--- src/rtl/stat_reg_ctrl_if.sv ---
// Status-report link between the main-control status sources and the
// downstream reporting link. The collector sits on the slave side: it consumes
// live status, sample enable, flush requests and the downstream ready, and
// produces the held report snapshot.
//
// Handshake: a report is transferred on a rising clock edge where
// out_valid_stat_reg_ctrl and in_ready_stat_reg_ctrl are both 1. Once
// out_valid_stat_reg_ctrl is raised, it and out_status_stat_reg_ctrl and
// out_overrun_stat_reg_ctrl stay stable until that transfer. The ready signal
// may be driven freely and never depends on valid.
interface stat_reg_ctrl_if #(
   parameter int STAT_W = 5
);
   logic [STAT_W-1:0] in_status_stat_reg_ctrl;
   logic              in_valid_stat_reg_ctrl;
   logic              in_flush_stat_reg_ctrl;
   logic              in_ready_stat_reg_ctrl;
   logic [STAT_W-1:0] out_status_stat_reg_ctrl;
   logic              out_valid_stat_reg_ctrl;
   logic              out_overrun_stat_reg_ctrl;

   // Status sources and downstream link side.
   modport master (
      output in_status_stat_reg_ctrl,
      output in_valid_stat_reg_ctrl,
      output in_flush_stat_reg_ctrl,
      output in_ready_stat_reg_ctrl,
      input  out_status_stat_reg_ctrl,
      input  out_valid_stat_reg_ctrl,
      input  out_overrun_stat_reg_ctrl
   );

   // Collector side.
   modport slave (
      input  in_status_stat_reg_ctrl,
      input  in_valid_stat_reg_ctrl,
      input  in_flush_stat_reg_ctrl,
      input  in_ready_stat_reg_ctrl,
      output out_status_stat_reg_ctrl,
      output out_valid_stat_reg_ctrl,
      output out_overrun_stat_reg_ctrl
   );
endinterface

--- src/rtl/stat_reg_ctrl.sv ---
// Status collector for the main-control block.
// Samples live status flags, latches the STICKY_MASK flags until a report
// carrying them is accepted, and produces reports on a flush request, a
// periodic tick or (optionally) a change of the effective status. A report is
// a snapshot held under valid/ready until the downstream link accepts it;
// triggers that arrive while a report is pending are dropped and flagged as
// overrun in the following report.
module stat_reg_ctrl #(
   parameter int                STAT_W        = 5,
   parameter logic [STAT_W-1:0] STICKY_MASK   = STAT_W'(5'b01000),
   parameter int                AUTO_PERIOD   = 0,
   parameter bit                CHANGE_REPORT = 1'b0
) (
   input  logic           in_clk_stat_reg_ctrl,
   input  logic           in_rst_n_stat_reg_ctrl,
   stat_reg_ctrl_if.slave bus,
   output logic [0:0]     dbg_state
);

   localparam logic [0:0] ST_IDLE = 1'b0;
   localparam logic [0:0] ST_HOLD = 1'b1;

   localparam int CW = $clog2(AUTO_PERIOD) + 1;

   logic [0:0]        state_q;
   logic [STAT_W-1:0] live_q;
   logic [STAT_W-1:0] sticky_q;
   logic [STAT_W-1:0] last_q;
   logic              overrun_pend_q;
   logic [STAT_W-1:0] out_status_q;
   logic              out_valid_q;
   logic              out_overrun_q;

   logic [STAT_W-1:0] eff;
   logic [STAT_W-1:0] new_events;
   logic [STAT_W-1:0] sticky_kept;
   logic              tick;
   logic              chg;
   logic              trig;
   logic              accept;

   // Effective status comes from registers only, so a sample taken in the
   // trigger cycle is not part of that cycle's snapshot.
   assign eff        = (live_q & ~STICKY_MASK) | sticky_q;
   assign new_events = bus.in_valid_stat_reg_ctrl ?
                       (bus.in_status_stat_reg_ctrl & STICKY_MASK) : '0;
   // Only sticky bits that were actually reported are released on accept;
   // bits latched after the snapshot survive.
   assign sticky_kept = accept ? (sticky_q & ~out_status_q) : sticky_q;

   assign chg    = CHANGE_REPORT && (eff != last_q);
   assign trig   = bus.in_flush_stat_reg_ctrl | tick | chg;
   assign accept = out_valid_q & bus.in_ready_stat_reg_ctrl;

   generate
      if (AUTO_PERIOD > 0) begin : g_tick
         localparam logic [CW-1:0] CNT_LAST = CW'(AUTO_PERIOD - 1);
         logic [CW-1:0] cnt_q;

         // Free-running period counter; wraps after the last count.
         always_ff @(posedge in_clk_stat_reg_ctrl) begin
            if (!in_rst_n_stat_reg_ctrl) begin
               cnt_q <= '0;
            end else if (cnt_q == CNT_LAST) begin
               cnt_q <= '0;
            end else begin
               cnt_q <= cnt_q + CW'(1);
            end
         end

         assign tick = (cnt_q == CNT_LAST);
      end else begin : g_no_tick
         assign tick = 1'b0;
      end
   endgenerate

   // Live sample, sticky latch and last-accepted status tracking.
   always_ff @(posedge in_clk_stat_reg_ctrl) begin
      if (!in_rst_n_stat_reg_ctrl) begin
         live_q   <= '0;
         sticky_q <= '0;
         last_q   <= '0;
      end else begin
         if (bus.in_valid_stat_reg_ctrl) begin
            live_q <= bus.in_status_stat_reg_ctrl;
         end
         sticky_q <= sticky_kept | new_events;
         if (accept) begin
            last_q <= out_status_q;
         end
      end
   end

   // Overrun bookkeeping: the pending flag moves into the snapshot when a
   // report is taken, and any trigger seen while a report is held (including
   // in its accept cycle) is dropped and re-arms it for the next report.
   always_ff @(posedge in_clk_stat_reg_ctrl) begin
      if (!in_rst_n_stat_reg_ctrl) begin
         overrun_pend_q <= 1'b0;
      end else if (trig) begin
         overrun_pend_q <= (state_q == ST_HOLD);
      end
   end

   // Report FSM: IDLE takes a snapshot on a trigger, HOLD keeps it stable
   // until accept. No back-to-back report out of the accept cycle.
   always_ff @(posedge in_clk_stat_reg_ctrl) begin
      if (!in_rst_n_stat_reg_ctrl) begin
         state_q       <= ST_IDLE;
         out_status_q  <= '0;
         out_valid_q   <= 1'b0;
         out_overrun_q <= 1'b0;
      end else begin
         case (state_q)
            ST_IDLE: begin
               if (trig) begin
                  out_status_q  <= eff;
                  out_overrun_q <= overrun_pend_q;
                  out_valid_q   <= 1'b1;
                  state_q       <= ST_HOLD;
               end
            end
            ST_HOLD: begin
               if (accept) begin
                  out_valid_q <= 1'b0;
                  state_q     <= ST_IDLE;
               end
            end
            default: begin
               out_valid_q <= 1'b0;
               state_q     <= ST_IDLE;
            end
         endcase
      end
   end

   assign bus.out_status_stat_reg_ctrl  = out_status_q;
   assign bus.out_valid_stat_reg_ctrl   = out_valid_q;
   assign bus.out_overrun_stat_reg_ctrl = out_overrun_q;
   assign dbg_state                     = state_q;

endmodule
--- src/flat_wrapper.sv ---
// flat-port wrapper written by rule: the top's interface ports become plain ports
module stat_reg_ctrl_flat 
#(
   parameter int                STAT_W        = 5,
   parameter logic [STAT_W-1:0] STICKY_MASK   = STAT_W'(5'b01000),
   parameter int                AUTO_PERIOD   = 0,
   parameter bit                CHANGE_REPORT = 1'b0
)
  (in_clk_stat_reg_ctrl, in_rst_n_stat_reg_ctrl, dbg_state, bus_in_status_stat_reg_ctrl, bus_in_valid_stat_reg_ctrl, bus_in_flush_stat_reg_ctrl, bus_in_ready_stat_reg_ctrl, bus_out_status_stat_reg_ctrl, bus_out_valid_stat_reg_ctrl, bus_out_overrun_stat_reg_ctrl);
  stat_reg_ctrl_if #(.STAT_W(STAT_W)) bus_i ();
  input  logic in_clk_stat_reg_ctrl;
  input  logic in_rst_n_stat_reg_ctrl;
  output logic [0:0] dbg_state;
  input wire logic [$bits(bus_i.in_status_stat_reg_ctrl)-1:0] bus_in_status_stat_reg_ctrl;
  input wire logic [$bits(bus_i.in_valid_stat_reg_ctrl)-1:0] bus_in_valid_stat_reg_ctrl;
  input wire logic [$bits(bus_i.in_flush_stat_reg_ctrl)-1:0] bus_in_flush_stat_reg_ctrl;
  input wire logic [$bits(bus_i.in_ready_stat_reg_ctrl)-1:0] bus_in_ready_stat_reg_ctrl;
  output wire logic [$bits(bus_i.out_status_stat_reg_ctrl)-1:0] bus_out_status_stat_reg_ctrl;
  output wire logic [$bits(bus_i.out_valid_stat_reg_ctrl)-1:0] bus_out_valid_stat_reg_ctrl;
  output wire logic [$bits(bus_i.out_overrun_stat_reg_ctrl)-1:0] bus_out_overrun_stat_reg_ctrl;
  assign bus_i.in_status_stat_reg_ctrl = bus_in_status_stat_reg_ctrl;
  assign bus_i.in_valid_stat_reg_ctrl = bus_in_valid_stat_reg_ctrl;
  assign bus_i.in_flush_stat_reg_ctrl = bus_in_flush_stat_reg_ctrl;
  assign bus_i.in_ready_stat_reg_ctrl = bus_in_ready_stat_reg_ctrl;
  assign bus_out_status_stat_reg_ctrl = bus_i.out_status_stat_reg_ctrl;
  assign bus_out_valid_stat_reg_ctrl = bus_i.out_valid_stat_reg_ctrl;
  assign bus_out_overrun_stat_reg_ctrl = bus_i.out_overrun_stat_reg_ctrl;
  stat_reg_ctrl #(.STAT_W(STAT_W), .STICKY_MASK(STICKY_MASK), .AUTO_PERIOD(AUTO_PERIOD), .CHANGE_REPORT(CHANGE_REPORT)) u_core (.in_clk_stat_reg_ctrl(in_clk_stat_reg_ctrl), .in_rst_n_stat_reg_ctrl(in_rst_n_stat_reg_ctrl), .bus(bus_i), .dbg_state(dbg_state));
endmodule
--- config.mk ---
export PLATFORM = sky130hd
export DESIGN_NAME = stat_reg_ctrl_flat
export DESIGN_NICKNAME = d
export VERILOG_FILES = /design/src/rtl/stat_reg_ctrl_if.sv /design/src/rtl/stat_reg_ctrl.sv /design/src/flat_wrapper.sv
export SDC_FILE = /design/constraint.sdc
export NUM_CORES = 1
export LEC_CHECK = 0
export CAP_MARGIN = 20
export CORE_MARGIN = 5
export CORE_UTILIZATION = 40
export DETAILED_ROUTE_END_ITERATION = 12
export GPL_TIMING_DRIVEN = 1
export HOLD_SLACK_MARGIN = 0.03
export PLACE_DENSITY = 0.68
export SLEW_MARGIN = 10
export SYNTH_ARGS = -nofsm -noshare
export SYNTH_HDL_FRONTEND = slang
export SYNTH_SLANG_ARGS = --single-unit
--- constraint.sdc ---
create_clock -name in_clk_stat_reg_ctrl -period 2.75 [get_ports in_clk_stat_reg_ctrl]
set_input_delay 0.55 -clock in_clk_stat_reg_ctrl [delete_from_list [all_inputs] [get_ports in_clk_stat_reg_ctrl]]
set_output_delay 0.55 -clock in_clk_stat_reg_ctrl [all_outputs]
set_load 0.03 [all_outputs]
; ---- After elaboration in Yosys (flattened, before gate mapping)
; Cells that the tools add are included.
[classes]
reduce_logical = 2
shifts = 0
n_bitwise = 6
n_eq_ne = 2
muxes = 8
n_addsub = 0
order_cmp = 0
div_mod_pow = 0
mul = 0
[ops]
columns = cell, count
row1 = $or 5x5->5, 2
row2 = $and 5x5->5, 1
row3 = $mux 5, 1
row4 = $not 5->5, 1
row5 = $mux 1, 4
row6 = $mux 4, 1
row7 = $ne 2x2->1 const B, 2
row8 = $pmux 1 s2, 2
row9 = $reduce_and 2->1, 2
row10 = $and 1x1->1, 1
row11 = $not 1->1, 1
[totals]
input_bits = 10
latch_bits = 0
out_inout_bits = 8
elab_cells = 25
mem_count = 0
ramBits = 0
rom_bits = 0
reg_bits = 19

; ---- Depth between registers and ports, before layout
; Gate-level depths: netlist (run 1).
[logic_depth]
word_depth = 4
ltp_mapped = 4
depth_no_buf = 3

; ---- Least setup slack after synthesis (run 1)
; OpenSTA, ideal clock, no wires.
[synth_path]
path_type = input to register
startpoint = input bus_in_flush_stat_reg_ctrl
endpoint = register u_core.out_status_q[3], in the netlist u_core.bus.out_status_stat_reg_ctrl[3]
path_slack_ps = 1612
setup_ps = 116
path_buffers = 1
arrival_ps = 1022
stages = 4
required_ps = 2634
path_cell_list = nor2b_2 buf_6 mux2i_1 nor2b_1
[synth_via]
elab_chain_cells = 1
[synth_lines]
columns = item, line
row1 = start: declaration, flat_wrapper.sv:16  ; input wire logic [$bits(bus_i.in_flush_stat_reg_ctrl)-1:0] bus_in_flush_stat_reg_ctrl;
row2 = $reduce_and 2->1 (no line), n/a
row3 = end signal: assignment, stat_reg_ctrl.sv:110  ; out_status_q <= '0;
row4 = end signal: assignment, stat_reg_ctrl.sv:117  ; out_status_q <= eff;
row5 = end: declaration, stat_reg_ctrl.sv:30  ; logic [STAT_W-1:0] out_status_q;
; Every way passes these cells.
; A chain may end at the register's enable or synchronous reset.

; ---- Worst setup path after layout (run 1)
[layout_path]
startpoint = register u_core.out_valid_q, in the netlist u_core.bus.out_valid_stat_reg_ctrl
endpoint = output bus_out_valid_stat_reg_ctrl
[layout_lines]
columns = item, line
row1 = start: declaration, stat_reg_ctrl.sv:31  ; logic out_valid_q;
row2 = start signal: assignment, stat_reg_ctrl.sv:111  ; out_valid_q <= 1'b0;
row3 = start signal: assignment, stat_reg_ctrl.sv:119  ; out_valid_q <= 1'b1;
row4 = start signal: assignment, stat_reg_ctrl.sv:125  ; out_valid_q <= 1'b0;
row5 = end: declaration, flat_wrapper.sv:19  ; output wire logic [$bits(bus_i.out_valid_stat_reg_ctrl)-1:0] bus_out_valid_stat_reg_ctrl;
; No word-level cell between the ends.

==> reports/results.txt, run 1 <==
dpl hpwl: 856 um
startpoint types: register
CP Capture Type: primary output
CP Launch Point: u_core.bus.out_valid_stat_reg_ctrl
core region area: 0.00156 mm2
area grow syn2layout: 29.7%
worst path cell trace: clkdlybuf4s50_1
Syn. warnings: 0
hold path depth: 2
CP max stage delay: 0.73 ns
worst r2r dst: u_core.bus.out_status_stat_reg_ctrl[3]
hold slack: 0.439 ns
Rel. slew slack: 64.1%
CP max-delay cell: clkdlybuf4s50_1
worst hold path type: reg -> reg
via count: 503
initial detailed-routing violation count: 8
Avg Cell Area, Syn: 10.2 um2
CTS root buf: clkbuf_4
routed len/inst: 12.2 um
WL final: 1200 um
first-pass GRT wire length: 2040 um
Clk Latency, worst-skew pair: 0.29 ns
power density over cell area: 593 mW/mm2
TritonCTS buffer count: 3
mapped cell area: 673 um2
Setup-failing EPs final: 0
GRT overflow: 0
Synth Register Bits: 18
worst reg-to-reg path cell count: 3
Detail Route Antenna Nets: 0
ant diodes: 0
Post-CTS Setup Repair Bufs: 0
setup TNS: 0 ns
Worst path top cell family by delay: buffers and inverters
final slew viol count: 0
Clock transition at path regs: 0.10 ns
Lkg Pwr: 0.381 nW
CTS tree: done
Final Hold Fails: 0
layout cell share with drive strength beyond 1: 6.02%
hold path start: u_core.sticky_q[4]
period utilisation layout: 75.0%
vias in the first global route: 453
Worst R2R Start: u_core.dbg_state
Worst EP arrival: 1.51 ns
Netlist cell types: 15
top achievable clock speed: 485 MHz
IO buf count: 17
CP Class: reg -> out
Reg2Reg Setup Slack: 1.61 ns
min Tclk post-route: 2.06 ns
final net count: 94
Sequential Area: 360 um2
Layout fillers: 157
unrepaired setup endpoints after global routing: no
Via density: 5.08
area taken by multi-input logic gates: 283 um2
status: complete, no violations
largest net degree at the start of global routing: 19
Max Cap Viol: 0
CP Max Fanout: 9
GRT Overall Usage: 10.7%
most frequent cells in the layout: dfxtp_1 (18), clkdlybuf4s50_1 (17), nor2b_1 (8), nand2_1 (8), mux2i_1 (7)
# IOs: 18
Worst Hold Path EP: u_core.sticky_q[4]
CTS H-Tree Depth: 1
Net Count, Synth: 76
DR DRC count: 0
1st-pass router iterations: 4
die height: 51.0 um
CTS max path bufs: 2
worst slew pin tran: 0.537 ns
Initial Util: 43.2%
gpl congestion: 0.711
die width: 51.0 um
clock skew: 0.00416 ns
Post-Synthesis Cells: 66
CP Data Required Time: 2.20 ns
PostCTS Resize Cnt: 0
Site Rows: 14
Max VDD drop: 308 uV
Seq/Total Area, Yosys: 53.5%
commonest non-fill, non-tap cell in the layout: dfxtp_1
TritonCTS Sinks: 18
CTS Hold Bufs: 0
Die ar.: 0.00260 mm2
antenna violations before repair: 0
Worst Path Buf+Inv: 1
-- layout make-up --
cell class,count,area share [%]
Timing Repair Buffer,17,19.5
Tap cell,16,2.29
Sequential cell,18,41.3
Inverter,1,0.430
Multi-Input combinational cell,43,32.4
Clock buffer,4,4.15
-- layer usage --
layer / share of wire (%) / up-vias / routed length (um) / track usage, %
met5: 0 / - / 0 / 0
met4: 1.1 / 0 / 13 / 5.38
met3: 8.5 / 2 / 102 / 6.10
met2: 43 / 14 / 512 / 14.8
met1: 48 / 225 / 575 / 13.2
li1: - / 262 / - / -
-- stage by stage --
stage          util [%]  area [um2]  instances  setup slack [ns]  power (mW)
6_report           56.0         873         99             0.688       0.518
3_5_place_dp       53.7         837         95             0.848       0.369
5_1_grt            56.0         873         99             0.586       0.550
2_1_floorplan         -         673         66              1.61       0.336
3_3_place_gp       53.7         837         95             0.877       0.369
4_1_cts            56.0         873         99             0.659       0.527
-- cells in the mapped netlist --
cell      n  share of area, %
a31oi_1   4               3.7
a22oi_1   1               1.1
nor2b_2   1               1.3
nand2_1   8               4.5
o211a_1   5               7.4
and2_1    1              0.93
nor2b_1   8               7.4
nor2_1    5               2.8
inv_1     1              0.56
buf_2     3               2.2
mux2i_1   7                10
buf_6     1               1.7
dfxtp_1  18                54
nand3_1   2               1.5
o22ai_1   1              0.93
-- worst max-delay path by stage --
stage          slack, ns  cells past startpoint                                endpoint
5_1_grt             0.59                      1             bus_out_valid_stat_reg_ctrl
3_3_place_gp        0.88                      4  u_core.bus.out_status_stat_reg_ctrl[3]
2_1_floorplan       1.61                      4  u_core.bus.out_status_stat_reg_ctrl[3]
4_1_cts             0.66                      1             bus_out_valid_stat_reg_ctrl
6_report            0.69                      1             bus_out_valid_stat_reg_ctrl
3_5_place_dp        0.85                      4  u_core.bus.out_status_stat_reg_ctrl[3]
-- logic make-up (layout without fill, tap and decap cells) --
kind of cell,Yosys count,in the layout,share of synthesized area [%]
multiplexers,7,7,10.4
buffers and inverters,5,22,4.46
AND/OR/NAND/NOR,25,25,18.4
AO/OA/AOI/OAI,11,11,13.2
flip-flops,18,18,53.5
-- where the power goes --
group	internal (mW)	leakage (nW)	switching, mW	total, mW
clock network	0.0807	0.0210	0.0753	0.156
registers	0.274	0.148	0.0113	0.285
logic	0.0398	0.212	0.0372	0.0770
total	0.394	0.381	0.124	0.518
-- flip-flops by register name, summed over array words and instances, names as in the netlist --
signal / flops
u_core.bus.out_status_stat_reg_ctrl: 5
u_core.sticky_q: 5
u_core.live_q: 4
u_core.bus.out_overrun_stat_reg_ctrl: 1
u_core.bus.out_valid_stat_reg_ctrl: 1
u_core.dbg_state: 1
u_core.overrun_pend_q: 1
Note: power is estimated with default switching activity, not from simulation.
==> run 2, diff against run 1 <==
==> constraint.sdc (replaced) <==
create_clock -name in_clk_stat_reg_ctrl -period 1.94 [get_ports in_clk_stat_reg_ctrl]
set_input_delay 0.388 -clock in_clk_stat_reg_ctrl [delete_from_list [all_inputs] [get_ports in_clk_stat_reg_ctrl]]
set_output_delay 0.388 -clock in_clk_stat_reg_ctrl [all_outputs]
set_load 0.03 [all_outputs]
==> run 2 against run 1 <==
Compared with the run above:
- register-to-register slack worse by 0.81 ns
- die area unchanged
- design area down 0.72%
- critical endpoint is now dbg_state
- sequential share of layout area up 0.30 points
- routed wire length up 1.6%
- clock-buffer cell count down 1
- global-route usage about the same
- non-clock buffer count up 1
- critical path type unchanged
- sequential cell count unchanged
- setup slack worse by 0.57 ns
- clock power up 8%
==> reports/results.txt, run 2 (synthesis gave the netlist of run 1 again) <==
worst hold path type: reg -> reg
1st-pass router iterations: 4 (unchanged)
Rel. slew slack: 64.0% (-0.093 points)
TritonCTS Sinks: 18 (unchanged)
Placed Cells: 96 (+1.1%)
Final Hold Fails: 0 (unchanged)
vias in the first global route: 442 (-2.4%)
gpl congestion: 0.716 (+0.75%)
hold path depth: 2 (unchanged)
period utilisation layout: 94.1%
startpoint types: register
worst r2r dst: u_core.bus.out_status_stat_reg_ctrl[3]
Setup-failing EPs final: 0 (unchanged)
unrepaired setup endpoints after global routing: no
Worst EP arrival: 1.44 ns (-0.07 ns)
total power draw: 686 uW (+32%)
worst reg-to-reg path cell count: 3 (unchanged)
IO buf count: 17 (unchanged)
die height: 51.0 um (unchanged)
CP Data Required Time: 1.55 ns (-0.65 ns)
min Tclk post-route: 1.83 ns
Via density: 4.98 (-2.0%)
GRT Overall Usage: 10.8% (+0.035 points)
CP Max Fanout: 6 (-3)
area grow syn2layout: 28.8%
Clock transition at path regs: 0.09 ns (about the same)
Max Cap Viol: 0 (unchanged)
WL final: 1220 um (+1.6%)
CTS H-Tree Depth: 1 (unchanged)
CP Class: reg -> out
ant diodes: 0 (unchanged)
Worst R2R Start: u_core.dbg_state
Clk Latency, worst-skew pair: 0.28 ns (about the same)
commonest non-fill, non-tap cell in the layout: dfxtp_1
final net count: 95 (+1.1%)
Post-CTS Setup Repair Bufs: 0 (unchanged)
CP max-delay cell: clkdlybuf4s50_1
status: complete, no violations
setup TNS: 0 ns (unchanged)
Die ar.: 0.00260 mm2 (unchanged)
initial detailed-routing violation count: 4 (-4)
Non-Filler Instances: 99 (unchanged)
Site Rows: 14 (unchanged)
Worst Hold Path EP: u_core.sticky_q[1]
layout cell share with drive strength beyond 1: 6.02% (unchanged)
antenna violations before repair: 0 (unchanged)
Max VDD drop: 497 uV (+61%)
via count: 493 (-2.0%)
CTS tree: done
PostCTS Resize Cnt: 0 (unchanged)
Worst path top cell family by delay: buffers and inverters
worst slew pin tran: 0.539 ns (+0.00140 ns)
CP Capture Type: primary output
Initial Util: 43.2% (unchanged)
largest net degree at the start of global routing: 19 (unchanged)
routed len/inst: 12.4 um (+1.6%)
# IOs: 18 (unchanged)
GRT overflow: 0 (unchanged)
TritonCTS buffer count: 3 (unchanged)
CTS Hold Bufs: 0 (unchanged)
Reg2Reg Setup Slack: 0.80 ns (-0.81 ns)
clock skew: 0.00382 ns (-0.000340 ns)
first-pass GRT wire length: 2050 um (+0.34%)
CTS max path bufs: 2 (unchanged)
worst path cell trace: clkdlybuf4s50_1
Detail Route Antenna Nets: 0 (unchanged)
DR DRC count: 0 (unchanged)
Lkg Pwr: 0.379 nW (-0.54%)
final slew viol count: 0 (unchanged)
die width: 51.0 um (unchanged)
CTS root buf: clkbuf_4
top achievable clock speed: 548 MHz
power density over cell area: 791 mW/mm2 (+33%)
Worst Path Buf+Inv: 1 (unchanged)
dpl hpwl: 899 um (+5.1%)
CP max stage delay: 0.72 ns (about the same)
hold path start: u_core.sticky_q[1]
most frequent cells in the layout: dfxtp_1 (18), clkdlybuf4s50_1 (17), nor2b_1 (8), nand2_1 (8), mux2i_1 (7)
core region area: 0.00156 mm2 (unchanged)
-- run 2: how the worst max path moves through the flow --
| stage | start | endpoint | slack [ns] | cells after the start |
|---|---|---|---|---|
| 2_1_floorplan | u_core.bus.out_valid_stat_reg_ctrl | u_core.sticky_q[3] | 0.86 | 4 |
| 3_3_place_gp | bus_in_flush_stat_reg_ctrl | u_core.bus.out_overrun_stat_reg_ctrl | 0.22 | 4 |
| 3_5_place_dp | bus_in_flush_stat_reg_ctrl | u_core.bus.out_status_stat_reg_ctrl[3] | 0.20 | 4 |
| 4_1_cts | u_core.dbg_state | dbg_state | 0.1 | 1 |
| 5_1_grt | u_core.dbg_state | dbg_state | 0.05 | 1 |
| 6_report | u_core.dbg_state | dbg_state | 0.11 | 1 |
-- run 2: final cells by class --
type | count | area, um2
clock buffers | 3 | 22.5
inverters | 1 | 3.75
multi-input cells | 43 | 283
flip-flops and latches | 18 | 360
well taps | 16 | 20.0
repair buffers | 18 | 178
fillers | 154 | 692
-- run 2: power breakdown --
| part | switching (mW) | internal (mW) |
|---|---|---|
| registers | 0.0129 | 0.388 |
| clock network | 0.0972 | 0.0720 |
| logic | 0.0570 | 0.0588 |
| total | 0.167 | 0.519 |
-- run 2: metrics by stage --
step | hold slack, ns | setup WS [ns] | utilization [%] | area, um2
floorplan | 0.412 | 0.858 | - | 673
global placement | 0.419 | 0.225 | 54.2 | 845
detailed placement | 0.426 | 0.201 | 54.2 | 845
CTS | 0.438 | 0.0969 | 55.6 | 867
global route | 0.450 | 0.0496 | 55.6 | 867
finish | 0.439 | 0.115 | 55.6 | 867
-- run 2: routing by layer --
layer,wire [um],track usage (%)
met2,512,14.4
met3,72,3.78
met4,25,6.73
met5,0,0
met1,612,14.5
-- run 2: worst reg2reg max path, stage by stage, from the launching register on --
cell     delay [ns]
dfxtp_1        0.37
nor2b_2        0.38
mux2i_1        0.23
nor2b_1        0.06
==> run 3, diff against run 2 <==
--- a/config.mk
+++ b/config.mk
@@ -7,11 +7,11 @@
 export LEC_CHECK = 0
 export CAP_MARGIN = 20
 export CORE_MARGIN = 5
-export CORE_UTILIZATION = 40
+export CORE_UTILIZATION = 48
 export DETAILED_ROUTE_END_ITERATION = 12
 export GPL_TIMING_DRIVEN = 1
 export HOLD_SLACK_MARGIN = 0.03
-export PLACE_DENSITY = 0.68
+export PLACE_DENSITY = 0.79
 export SLEW_MARGIN = 10
 export SYNTH_ARGS = -nofsm -noshare
 export SYNTH_HDL_FRONTEND = slang
==> constraint.sdc (replaced) <==
create_clock -name in_clk_stat_reg_ctrl -period 2.3 [get_ports in_clk_stat_reg_ctrl]
set_input_delay 0.46 -clock in_clk_stat_reg_ctrl [delete_from_list [all_inputs] [get_ports in_clk_stat_reg_ctrl]]
set_output_delay 0.46 -clock in_clk_stat_reg_ctrl [all_outputs]
set_load 0.03 [all_outputs]
==> run 3 against run 2 <==
Compared with the run above:
- critical path depth is the same
- clock power grew 14%
- setup slack gained 0.17 ns
- first-iteration DRC count is the same
- sequential power shrank 15%
- routed wire length grew 8.1%
- register-to-register slack gained 0.35 ns
- non-clock buffer count shrank 1
- core utilization grew 11 points
==> reports/results.txt, run 3 (synthesis gave the netlist of run 1 again) <==
status: complete, no violations
Max Cap Viol: 0 (unchanged)
die width: 47.5 um (-7.0%)
TritonCTS Sinks: 18 (unchanged)
CP Max Fanout: 9 (+3)
Worst EP arrival: 1.56 ns (+0.12 ns)
Die ar.: 0.00225 mm2 (-14%)
routed len/inst: 13.5 um (+9.2%)
Post-CTS Setup Repair Bufs: 0 (unchanged)
Lkg Pwr: 0.381 nW (+0.54%)
ant diodes: 0 (unchanged)
CTS root buf: clkbuf_4
CP max stage delay: 0.74 ns (+0.02 ns)
via count: 517 (+4.9%)
fin util: 66.2% (+11 points)
worst reg-to-reg path cell count: 3 (unchanged)
switching share of power: 24.9% (+0.49 points)
final slew viol count: 0 (unchanged)
CTS H-Tree Depth: 1 (unchanged)
top achievable clock speed: 496 MHz
final net count: 94 (-1.1%)
Reg2Reg Setup Slack: 1.15 ns (+0.35 ns)
Clock Power Share: 30.6% (+5.9 points)
worst r2r dst: u_core.bus.out_overrun_stat_reg_ctrl
Clk Latency, worst-skew pair: 0.29 ns (about the same)
Worst Path Buf+Inv: 1 (unchanged)
Layout fillers: 108 (-30%)
antenna violations before repair: 0 (unchanged)
DR DRC count: 0 (unchanged)
CP Class: reg -> out
CP Launch Point: u_core.bus.out_valid_stat_reg_ctrl
core region area: 0.00132 mm2 (-15%)
end of the critical path: bus_out_valid_stat_reg_ctrl
Rel. slew slack: 63.0% (-0.98 points)
commonest non-fill, non-tap cell in the layout: dfxtp_1
first-pass GRT wire length: 2110 um (+3.0%)
unrepaired setup endpoints after global routing: no
startpoint types: register
post-placement cell area: 836 um2 (-1.0%)
largest net degree at the start of global routing: 19 (unchanged)
area grow syn2layout: 29.6%
dpl hpwl: 902 um (+0.39%)
setup TNS: 0 ns (unchanged)
cell internal pwr: 471 uW (-9.1%)
initial detailed-routing violation count: 4 (unchanged)
1st-pass router iterations: 3 (-1)
CTS Hold Bufs: 0 (unchanged)
most frequent cells in the layout: dfxtp_1 (18), clkdlybuf4s50_1 (17), nor2b_1 (8), nand2_1 (8), mux2i_1 (7)
Site Rows: 13 (-1)
# IOs: 18 (unchanged)
PostCTS Resize Cnt: 0 (unchanged)
vias in the first global route: 497 (+12%)
Worst R2R Start: u_core.dbg_state
clock skew: 0.00397 ns (+0.000142 ns)
hold slack: 0.441 ns (+0.00156 ns)
IO buf count: 17 (unchanged)
CTS tree: done
post-route cell area: 872 um2 (+0.58%)
power density over cell area: 719 mW/mm2 (-9.1%)
TritonCTS buffer count: 3 (unchanged)
Final Hold Fails: 0 (unchanged)
gpl congestion: 0.679 (-5.2%)
combinational fraction of design power: 14.8% (-2.1 points)
Clock transition at path regs: 0.10 ns (about the same)
CTS max path bufs: 2 (unchanged)
Setup-failing EPs final: 0 (unchanged)
CP Capture Type: primary output
Detail Route Antenna Nets: 0 (unchanged)
Max VDD drop: 412 uV (-17%)
total power draw: 627 uW (-8.5%)
worst hold path type: reg -> reg
CP max-delay cell: clkdlybuf4s50_1
GRT overflow: 0 (unchanged)
Via density: 5.28 (+5.9%)
GRT Overall Usage: 13.8% (+3.0 points)
period utilisation layout: 87.7%
die height: 47.5 um (-7.0%)
Worst path top cell family by delay: buffers and inverters
CP Data Required Time: 1.84 ns (+0.29 ns)
WP depth: 1 (unchanged)
Net Sw Power: 156 uW (-6.7%)
min Tclk post-route: 2.02 ns
layout cell share with drive strength beyond 1: 6.02% (unchanged)
WL final: 1320 um (+8.1%)
worst path cell trace: clkdlybuf4s50_1
Initial Util: 51.1% (+7.9 points)
worst slew pin tran: 0.554 ns (+0.0147 ns)
sequential cell fraction of total power: 54.6% (-3.9 points)
[run 3: cell count changes in the layout (fill, tap and decap cells not counted), sizes merged]
cell,before,now
clkbuf,3,4
buf,1,0
[run 3: power by group through the flow]
stage	Clock [mW]	Sequential, mW	Combinational (mW)
2_1_floorplan	0	0.362	0.0399
3_3_place_gp	0	0.348	0.0914
3_5_place_dp	0	0.349	0.0929
4_1_cts	0.194	0.342	0.0936
5_1_grt	0.206	0.344	0.101
6_report	0.192	0.342	0.0930
[run 3: stage by stage]
step                      worst slack [ns]  cells
after floorplan                       1.22     66
after global placement               0.518     94
after detailed placement             0.470     94
after CTS                            0.288     98
after global routing                 0.236     98
final                                0.284     98
[run 3: worst min path at each step]
stage	start	endpoint	slack, ns	cells past startpoint
6_report	u_core.sticky_q[0]	u_core.sticky_q[0]	0.44	2
5_1_grt	u_core.sticky_q[0]	u_core.sticky_q[0]	0.46	2
4_1_cts	u_core.sticky_q[0]	u_core.sticky_q[0]	0.44	2
3_5_place_dp	u_core.sticky_q[0]	u_core.sticky_q[0]	0.43	2
3_3_place_gp	u_core.sticky_q[1]	u_core.sticky_q[1]	0.42	2
2_1_floorplan	u_core.sticky_q[0]	u_core.sticky_q[0]	0.41	2
[run 3: final cells by class]
| class | instances | area [um2] | share of cell area (%) |
|---|---|---|---|
| Tap cell | 15 | 18.8 | 2.15 |
| Timing Repair Buffer | 17 | 170 | 19.5 |
| Clock buffer | 4 | 36.3 | 4.16 |
| Multi-Input combinational cell | 43 | 283 | 32.4 |
| Sequential cell | 18 | 360 | 41.3 |
| Inverter | 1 | 3.75 | 0.430 |
[run 3: worst min-delay path: cells and delay by family, from the launching register on]
family | cells | cell delay (ns)
compound gates | 1 | 0.03
flops | 1 | 0.33
simple gates | 1 | 0.05
[run 3: routing by layer]
layer	up-vias	routed length, um	global-route usage, %
met5	-	0	0
met4	0	12	6.63
met3	2	89	6.39
met2	13	587	20.3
met1	240	633	16.9
li1	262	-	-
